<file path="src/rtl/tdc_digital_frontend.sv">
// Digital back-end for the ADPLL TDC: samples ripple count and Johnson-coded taps,
// decodes the combined phase word, differentiates it and accumulates the unwrapped phase.
// Optional bubble detection output is compiled in with `define TDC_BUBBLE_DET_EN.
module tdc_digital_frontend #(
    parameter int RC_W   = 7,
    parameter int N_PH   = 16,
    parameter int FRAC_W = $clog2(2*N_PH),
    parameter int ACC_W  = 24
) (
    input  logic                   clk,
    input  logic                   rst,
    input  logic                   en,
    input  logic                   pd,
    input  logic                   acc_clr,
    input  logic [RC_W-1:0]        ripple_count,
    input  logic [N_PH-1:0]        phase,
    output logic [RC_W+FRAC_W-1:0] tdc_delta,
    output logic [ACC_W-1:0]       tdc_phase,
`ifdef TDC_BUBBLE_DET_EN
    output logic                   bubble_err,
`endif
    output logic                   tdc_valid
);

    localparam int DW = RC_W + FRAC_W;
    // 2*N_PH is exactly 2^FRAC_W because N_PH is a power of two.
    localparam logic [FRAC_W:0] TWO_N = {1'b1, {FRAC_W{1'b0}}};

    logic [RC_W-1:0]   s1_rc;
    logic [N_PH-1:0]   s1_ph;
    logic              s1_vld;
    logic [DW-1:0]     s2_phi;
    logic              s2_vld;
    logic [DW-1:0]     phi_prev;
    logic              primed;

    logic [FRAC_W:0]   pc;
    logic [FRAC_W:0]   frac_full;
    logic [FRAC_W-1:0] frac;
    logic [DW-1:0]     delta_next;
    logic              emit;

    // Popcount-based decode keeps a single-bit bubble from causing a large phase error.
    always_comb begin
        pc = '0;
        for (int i = 0; i < N_PH; i++) begin
            pc = pc + (FRAC_W+1)'(s1_ph[i]);
        end
        frac_full = s1_ph[N_PH-1] ? (TWO_N - pc) : pc;
        frac      = frac_full[FRAC_W-1:0];
    end

    assign delta_next = s2_phi - phi_prev;
    assign emit       = s2_vld && primed;

`ifdef TDC_BUBBLE_DET_EN
    logic [N_PH-1:0] trans;
    logic [FRAC_W:0] tc;
    logic            s1_bub;
    logic            s2_bub;

    // A legal Johnson snapshot has at most two edges around the ring.
    always_comb begin
        trans = s1_ph ^ {s1_ph[0], s1_ph[N_PH-1:1]};
        tc    = '0;
        for (int i = 0; i < N_PH; i++) begin
            tc = tc + (FRAC_W+1)'(trans[i]);
        end
        s1_bub = (tc > (FRAC_W+1)'(2));
    end

    always_ff @(posedge clk) begin
        if (rst) begin
            s2_bub     <= 1'b0;
            bubble_err <= 1'b0;
        end else if (pd) begin
            s2_bub     <= 1'b0;
            bubble_err <= 1'b0;
        end else begin
            if (s1_vld) s2_bub <= s1_bub;
            bubble_err <= emit && s2_bub;
        end
    end
`endif

    always_ff @(posedge clk) begin
        if (rst) begin
            s1_rc     <= '0;
            s1_ph     <= '0;
            s1_vld    <= 1'b0;
            s2_phi    <= '0;
            s2_vld    <= 1'b0;
            phi_prev  <= '0;
            primed    <= 1'b0;
            tdc_delta <= '0;
            tdc_phase <= '0;
            tdc_valid <= 1'b0;
        end else if (pd) begin
            // Power-down drops everything in flight; outputs keep their last values.
            s1_vld    <= 1'b0;
            s2_vld    <= 1'b0;
            primed    <= 1'b0;
            tdc_valid <= 1'b0;
        end else begin
            if (en) begin
                s1_rc <= ripple_count;
                s1_ph <= phase;
            end
            s1_vld <= en;

            s2_vld <= s1_vld;
            if (s1_vld) s2_phi <= {s1_rc, frac};

            if (s2_vld) begin
                phi_prev <= s2_phi;
                primed   <= 1'b1;
            end

            tdc_valid <= emit;
            if (emit) tdc_delta <= delta_next;

            if (acc_clr) begin
                tdc_phase <= emit ? ACC_W'(delta_next) : '0;
            end else if (emit) begin
                tdc_phase <= tdc_phase + ACC_W'(delta_next);
            end
        end
    end

endmodule

</file>
<file path="config.mk">
export PLATFORM = sky130hd
export DESIGN_NAME = tdc_digital_frontend
export DESIGN_NICKNAME = d
export VERILOG_FILES = /design/src/rtl/tdc_digital_frontend.sv
export SDC_FILE = /design/constraint.sdc
export NUM_CORES = 1
export LEC_CHECK = 0
export CELL_PAD_IN_SITES_DETAIL_PLACEMENT = 1
export CELL_PAD_IN_SITES_GLOBAL_PLACEMENT = 2
export CORE_MARGIN = 8
export CORE_UTILIZATION = 35
export CTS_CLUSTER_DIAMETER = 50
export DETAILED_ROUTE_END_ITERATION = 12
export PLACE_DENSITY_LB_ADDON = 0.1
export SYNTH_ARGS = -nofsm -noshare
export SYNTH_HDL_FRONTEND = slang
export SYNTH_SLANG_ARGS = --single-unit
</file>
<file path="constraint.sdc">
create_clock -name clk -period 6.1 [get_ports clk]
set_input_delay 1.22 -clock clk [delete_from_list [all_inputs] [get_ports clk]]
set_output_delay 1.22 -clock clk [all_outputs]
set_load 0.03 [all_outputs]
</file>
==> impl_results.md, run 1 <==
- Setup TNS: 0 ps
- Synth async-reset ratio: 0%
- Critical path, cell by cell: inv_1 -> fa_1 -> inv_1 -> fa_1 -> fa_1 -> inv_1 -> fa_1 -> inv_1 -> ha_1 -> fa_1 -> xnor2_1 -> nand2_1 -> o21ai_1 -> xnor2_1 -> a211oi_1
- DRC errors left: 0
- Mapped Area: between 5000 and 6000 um^2
- Placed Cells: between 800 and 900
- Post-route insts no fill: a little under 900
- Synth Area in Adders: 12.6%
- Routed vias/inst: 5.18
- Most common cell in the netlist: nand2_1
- Setup crit end kind: flip-flop
- Root buf cell: clkbuf_16
- Top cell by count, worst path: fa_1
- Gpl congestion: ~0.80
- Die Footprint: approximately 19000 um^2
- Post-synthesis sequential area ratio: 34.4%
- Final setup violating endpoints: 0
- Synth Area in Compound Gates: between 20 and 25%
- Setup bufs post-CTS: 0
- Pre-CTS setup slack: between 1500 and 2000 ps
- Min cycle time layout: approximately 4300 ps
- Synthesized-area fraction occupied by xor and xnor cells: approximately 5%
- Crit Path Category: reg -> reg
- CTS tree: built
- Initial drt markers: ~190
- Num ports: 65
- Post-Synth Simple-Gate Area: a little over a fifth
- Cell count after synthesis: 638
- Die Span Y: about 140 um
- Routed Antenna Nets: 0
- Layout cell share with drive strength beyond 1: approximately 4.8%
- Top_reg_cell synth: dfxtp_1
- Largest family of logic cells by synthesized area: simple AND/OR/NAND/NOR gates
- Rows: 44
- Maximum VDD drop: 139 uV
- Crit path max fanout: 4
- Hold Path Class: reg -> reg
- Total congestion overflow: 0
- Fin. max-slew vios: 0
- First-pass GRT wire length: ~23000 um
- H-tree depth: 3
- Port Buffers: between 60 and 70
- Synth-to-layout area growth: 20.6%
- DRT Wirelength: ~14000 um
- First-pass DRT Iterations: 4
- YS warnings: 0
- Crit path DAT: 4530 ps
- Num CTS Buffers: 9
- Max cap viols: 0
- Clock Skew: roughly 4.3 ps
- Measured slew at the worst slew-check pin: 1010 ps
- Largest net degree at the start of global routing: 54
- LEAKAGE: between 2 and 2.5 nW
- Status: completed
- Starting Density: between 30 and 40%
- Routed len/inst: 16.1 um
- RSZ-0062 raised after global routing: false
- Final-report hold violation count: 0
- Clk Latency, worst-skew pair: 340 ps
- Top cell type's share of synthesized area: ~34%
- Final HPWL DP: ~11000 um
- Fin nets: around 760
- Relative slew slack: 32.7%
- Hold_buf cts: 0
- Synth top area cells: dfxtp_1 34%, nand2_1 9.6%, ha_1 7.9%
- Number of synthesized register bits: 87
- Top cells by instance count after synthesis: 130 x nand2_1, 87 x dfxtp_1, 77 x a21oi_1, 50 x nor2_1, 44 x inv_1
- F_max: 234 MHz
- Clock sinks: a little under 90
- Post-synth top area cell: dfxtp_1
- Die X: 136 um
- Syn_nets: 710
- Number of flops mapped to enable cells by yosys: 0
- Post-route clock period utilization: around 70%
- Post-CTS Resized: 0
- Avg Cell Area, Syn: around 7.9 um^2
- Initial antenna violation count: 0
- Core area: between 10000 and 15000 um^2
- GRT Util Overall: between 10% and 20%
- Max stage delay on crit path: about 500 ps
- Number of global-route vias before repair: ~4800
- Vias: between 4000 and 5000
- Power Density: 230 nW/um^2
- Worst EP required: approximately 6400 ps
- Netlist cell types: 62
- Clock Path Buffers: 2
- Mux cell area share after synthesis: 0.198%
- Worst-path cell with the longest stage delay: fa_1
- Type of origin of the critical path: flip-flop
- Worst setup margin: between 1500 and 2000 ps
- Clk slew on worst S/H paths: around 60 ps
- Diode count: 0
[where the power goes]
part           switching (mW)  total [mW]  internal [mW]
Clock                   0.235       0.552          0.316
Sequential             0.0116       0.593          0.582
Combinational           0.155       0.260          0.105
Total                   0.402        1.41           1.00
[worst max-delay path: cells and delay by family, from the launching register on]
family / cells / cell delay (ps)
fa+ha+maj: 6 / 2560
simple gates: 1 / 100
buf+inv: 4 / 260
xor+xnor: 2 / 470
compound gates: 2 / 410
flops: 1 / 390
[worst paths after layout]
path                                  start          end  slack, ps  cells after the start
worst max register to register    s1_ph[15]    s2_phi[4]       1820                     15
worst min-delay path            phi_prev[5]  phi_prev[5]        450                      2
worst min register to register  phi_prev[5]  phi_prev[5]        450                      2
worst max-delay path              s1_ph[15]    s2_phi[4]       1820                     15
[cells by family after synthesis]
kind of cell | Yosys count
AOI/OAI and AO/OA | 156
xor gates and xnor gates | 29
adders and majority gates | 44
buffers and inverters | 75
DFF | 87
muxes | 1
and+or+nand+nor | 246
[state kept, by name, indices dropped and copies added (netlist names)]
name / count
tdc_delta: 12
tdc_phase: 24
primed: 1
s1_rc: 7
s1_ph: 16
s2_vld: 1
s1_vld: 1
tdc_valid: 1
s2_phi: 12
phi_prev: 12
[placed cells by master, fill, tap and decap left out, drive strengths merged, types with 5 or more instances in the layout]
master	netlist	routed
nand3	9	9
nand2	130	130
fa	12	12
nand2b	5	5
or3	8	8
nor2b	6	6
clkbuf	20	10
dfxtp	87	87
ha	32	32
a21oi	79	79
inv	44	44
clkdlybuf4s50	0	63
a31oi	7	7
a21o	9	9
nor3	15	15
a211oi	14	14
xor2	9	9
nor2	50	50
xnor2	20	20
nand4	5	5
o21ai	16	16
[stage by stage]
stage | area, um^2 | total power, mW | hold slack [ps] | util (%)
floorplan | 5070 | 0.787 | 432 | -
global placement | 5820 | 0.860 | 443 | 40.7
detailed placement | 5820 | 0.869 | 447 | 40.7
CTS | 6110 | 1.43 | 456 | 42.7
global route | 6110 | 1.49 | 473 | 42.7
finish | 6110 | 1.41 | 453 | 42.7
[final cells by class]
cell class	count	area, um^2
tap	184	230
timing repair buffer	67	658
inverter	44	165
clock buffer	10	229
clock inverter	5	60.1
multi-input combinational	476	3030
sequential	87	1740
fill	1702	8200
[layer usage]
layer | track usage (%) | wire length [um]
met5 | 0 | 0
met2 | 27.8 | 6880
met1 | 18.4 | 6220
met4 | 8.05 | 391
met3 | 2.96 | 605
Note: power is estimated with default switching activity, not from simulation.
==> run 2: changes to the inputs <==
Settings changed: CORE_UTILIZATION 35 to 30.
Clock period 6.1 ns to 3.5 ns, I/O delays scaled along.
==> impl_results.md, run 2 (synthesis results as in run 1) <==
- Gpl congestion: 0.825 (+3.6%)
- Port Buffers: 64 (unchanged)
- DRC errors left: 0 (unchanged)
- Clk slew on worst S/H paths: 70 ps (about the same)
- Num CTS Buffers: 9 (unchanged)
- Initial antenna violation count: 0 (unchanged)
- Clock Skew: 9.92 ps (+5.66 ps)
- Num ports: 65 (unchanged)
- First-pass DRT Iterations: 4 (unchanged)
- H-tree depth: 3 (unchanged)
- Clk Latency, worst-skew pair: 350 ps (about the same)
- F_max: 253 MHz (+8.4%)
- Vias: 4924 (+8.8%)
- Die Span Y: 146 um (+7.1%)
- Routed Antenna Nets: 0 (unchanged)
- Final Instance Area: 7210 um^2 (+18%)
- Measured slew at the worst slew-check pin: 611 ps (-397 ps)
- Min cycle time layout: 3950 ps (-331 ps)
- Pre-CTS setup slack: -529 ps (-2360 ps)
- Clock sinks: 87 (unchanged)
- First-pass GRT wire length: 26900 um (+15%)
- Largest register by flop count: tdc_phase
- Clock Path Buffers: 2 (unchanged)
- Setup crit end kind: flip-flop
- Multi-input logic area: 3430 um^2 (+13%)
- Setup TNS: -1580 ps (-1580 ps)
- Status: finished with violations
- Post-route insts no fill: 994 (+14%)
- Synth-to-layout area growth: 42.4%
- Commonest non-fill, non-tap cell in the layout: nand2_1
- Fin nets: 841 (+11%)
- RSZ-0062 raised after global routing: true
- FF-to-FF setup slack: -450 ps (-2270 ps)
- Die X: 146 um (+7.1%)
- Root buf cell: clkbuf_16
- Final HPWL DP: 12500 um (+15%)
- Worst hold stages: 2 (unchanged)
- Power Density: 370 nW/um^2 (+61%)
- Die Footprint: 21300 um^2 (+15%)
- Relative slew slack: 59.2% (+26 points)
- LEAKAGE: 2.82 nW (+22%)
- GRT Util Overall: 15.5% (-0.46 points)
- Max reg flops: 24 (unchanged)
- Maximum VDD drop: 249 uV (+80%)
- Hold Path Class: reg -> reg
- Crit Path Category: reg -> reg
- Routed len/inst: 16.4 um (+1.9%)
- Worst setup margin: -448 ps (-2270 ps)
- Type of origin of the critical path: flip-flop
- Number of global-route vias before repair: 5316 (+12%)
- CTS tree: built
- Total congestion overflow: 0 (unchanged)
- Layout cell share with drive strength beyond 1: 23.8% (+19 points)
- Final setup violating endpoints: 5 (+5)
- Design Power: 2.67 mW (+90%)
- Biggest regs: tdc_phase: 24 flops, s1_ph: 16 flops
- Max cap viols: 0 (unchanged)
- Reg area: 1750 um^2 (+0.43%)
- Initial drt markers: 92 (-51%)
- Placed cell area: 6420 um^2 (+10%)
- Starting Density: 30.7% (-4.7 points)
- Reg2reg path depth: 16 (+1)
- Diode count: 0 (unchanged)
- Final-report hold violation count: 0 (unchanged)
- Routed vias/inst: 4.95 (-4.4%)
- Post-route clock period utilization: 113% (+43 points)
- Worst EP required: 3770 ps (-2580 ps)
- Most frequent cells in the layout: 125 x nand2_1, 81 x dfxtp_1, 81 x buf_4
- Fin. max-slew vios: 0 (unchanged)
- DRT Wirelength: 16300 um (+16%)
- Largest net degree at the start of global routing: 46 (-15%)
- Placed Cells: 964 (+12%)
- Hold_buf cts: 0 (unchanged)
- Fill cells: 1973 (+16%)
- Core area: 16500 um^2 (+15%)
- Rows: 47 (+6.8%)
- Crit path max fanout: 2 (-2)
- Failing checks: setup timing
- Crit path DAT: 4210 ps (-320 ps)
run 2: changes by cell type in the layout (fill, tap and decap cells not counted), sizes merged:
cell,previous run,this run
buf,4,88
bufinv,1,0
inv,44,46
run 2: final cells by class:
class | count | share of cell area [%]
tap | 220 | 3.82
clock inverter | 6 | 0.607
sequential | 87 | 24.3
clock buffer | 10 | 3.31
inverter | 44 | 2.29
multi-input combinational | 476 | 47.5
timing repair buffer | 151 | 18.2
run 2: path summary, 6_finish.rpt:
path,startpoint,to
setup / recovery,s1_ph[11],s2_phi[4]
hold / removal,phi_prev[2],phi_prev[2]
setup reg to reg,s1_ph[11],s2_phi[4]
hold reg to reg,phi_prev[2],phi_prev[2]
run 2: per-stage QoR:
step | hold WS (ps) | util [%]
floorplan | 432 | -
global placement | 441 | 38.8
detailed placement | 447 | 38.8
CTS | 456 | 41.8
global route | 482 | 43.6
finish | 455 | 43.6
run 2: routing by layer:
layer	vias to the layer above	track usage, %	share of wire, %
li1	2439	-	-
met1	2412	17.8	45
met2	57	28.1	51
met3	16	2.46	2.2
met4	0	6.25	2.0
met5	-	0	0
run 2: repair_timing:
action,CTS,global route
endpoints found under the setup margin,21,19
cloned,0,0
gates resized for setup,32,51
hold endpoints to repair,0,0
setup buffers,5,11
pin swaps,21,28
run 2: worst max-delay path: stages (launching register included):
cell and delay (ps):
dfxtp_2 330, inv_2 40, fa_1 520, inv_1 50, fa_1 460, fa_1 510
inv_1 50, fa_1 480, inv_1 50, ha_2 170, fa_2 540, inv_2 60
ha_4 160, nand2_2 50, o21ai_2 50, xnor2_1 130, a211oi_1 210
run 2: power breakdown:
part	leakage [nW]	internal [mW]	switching, mW	total [mW]
clock	0.139	0.505	0.440	0.945
sequential	0.708	1.01	0.0219	1.04
combinational	1.97	0.333	0.356	0.689
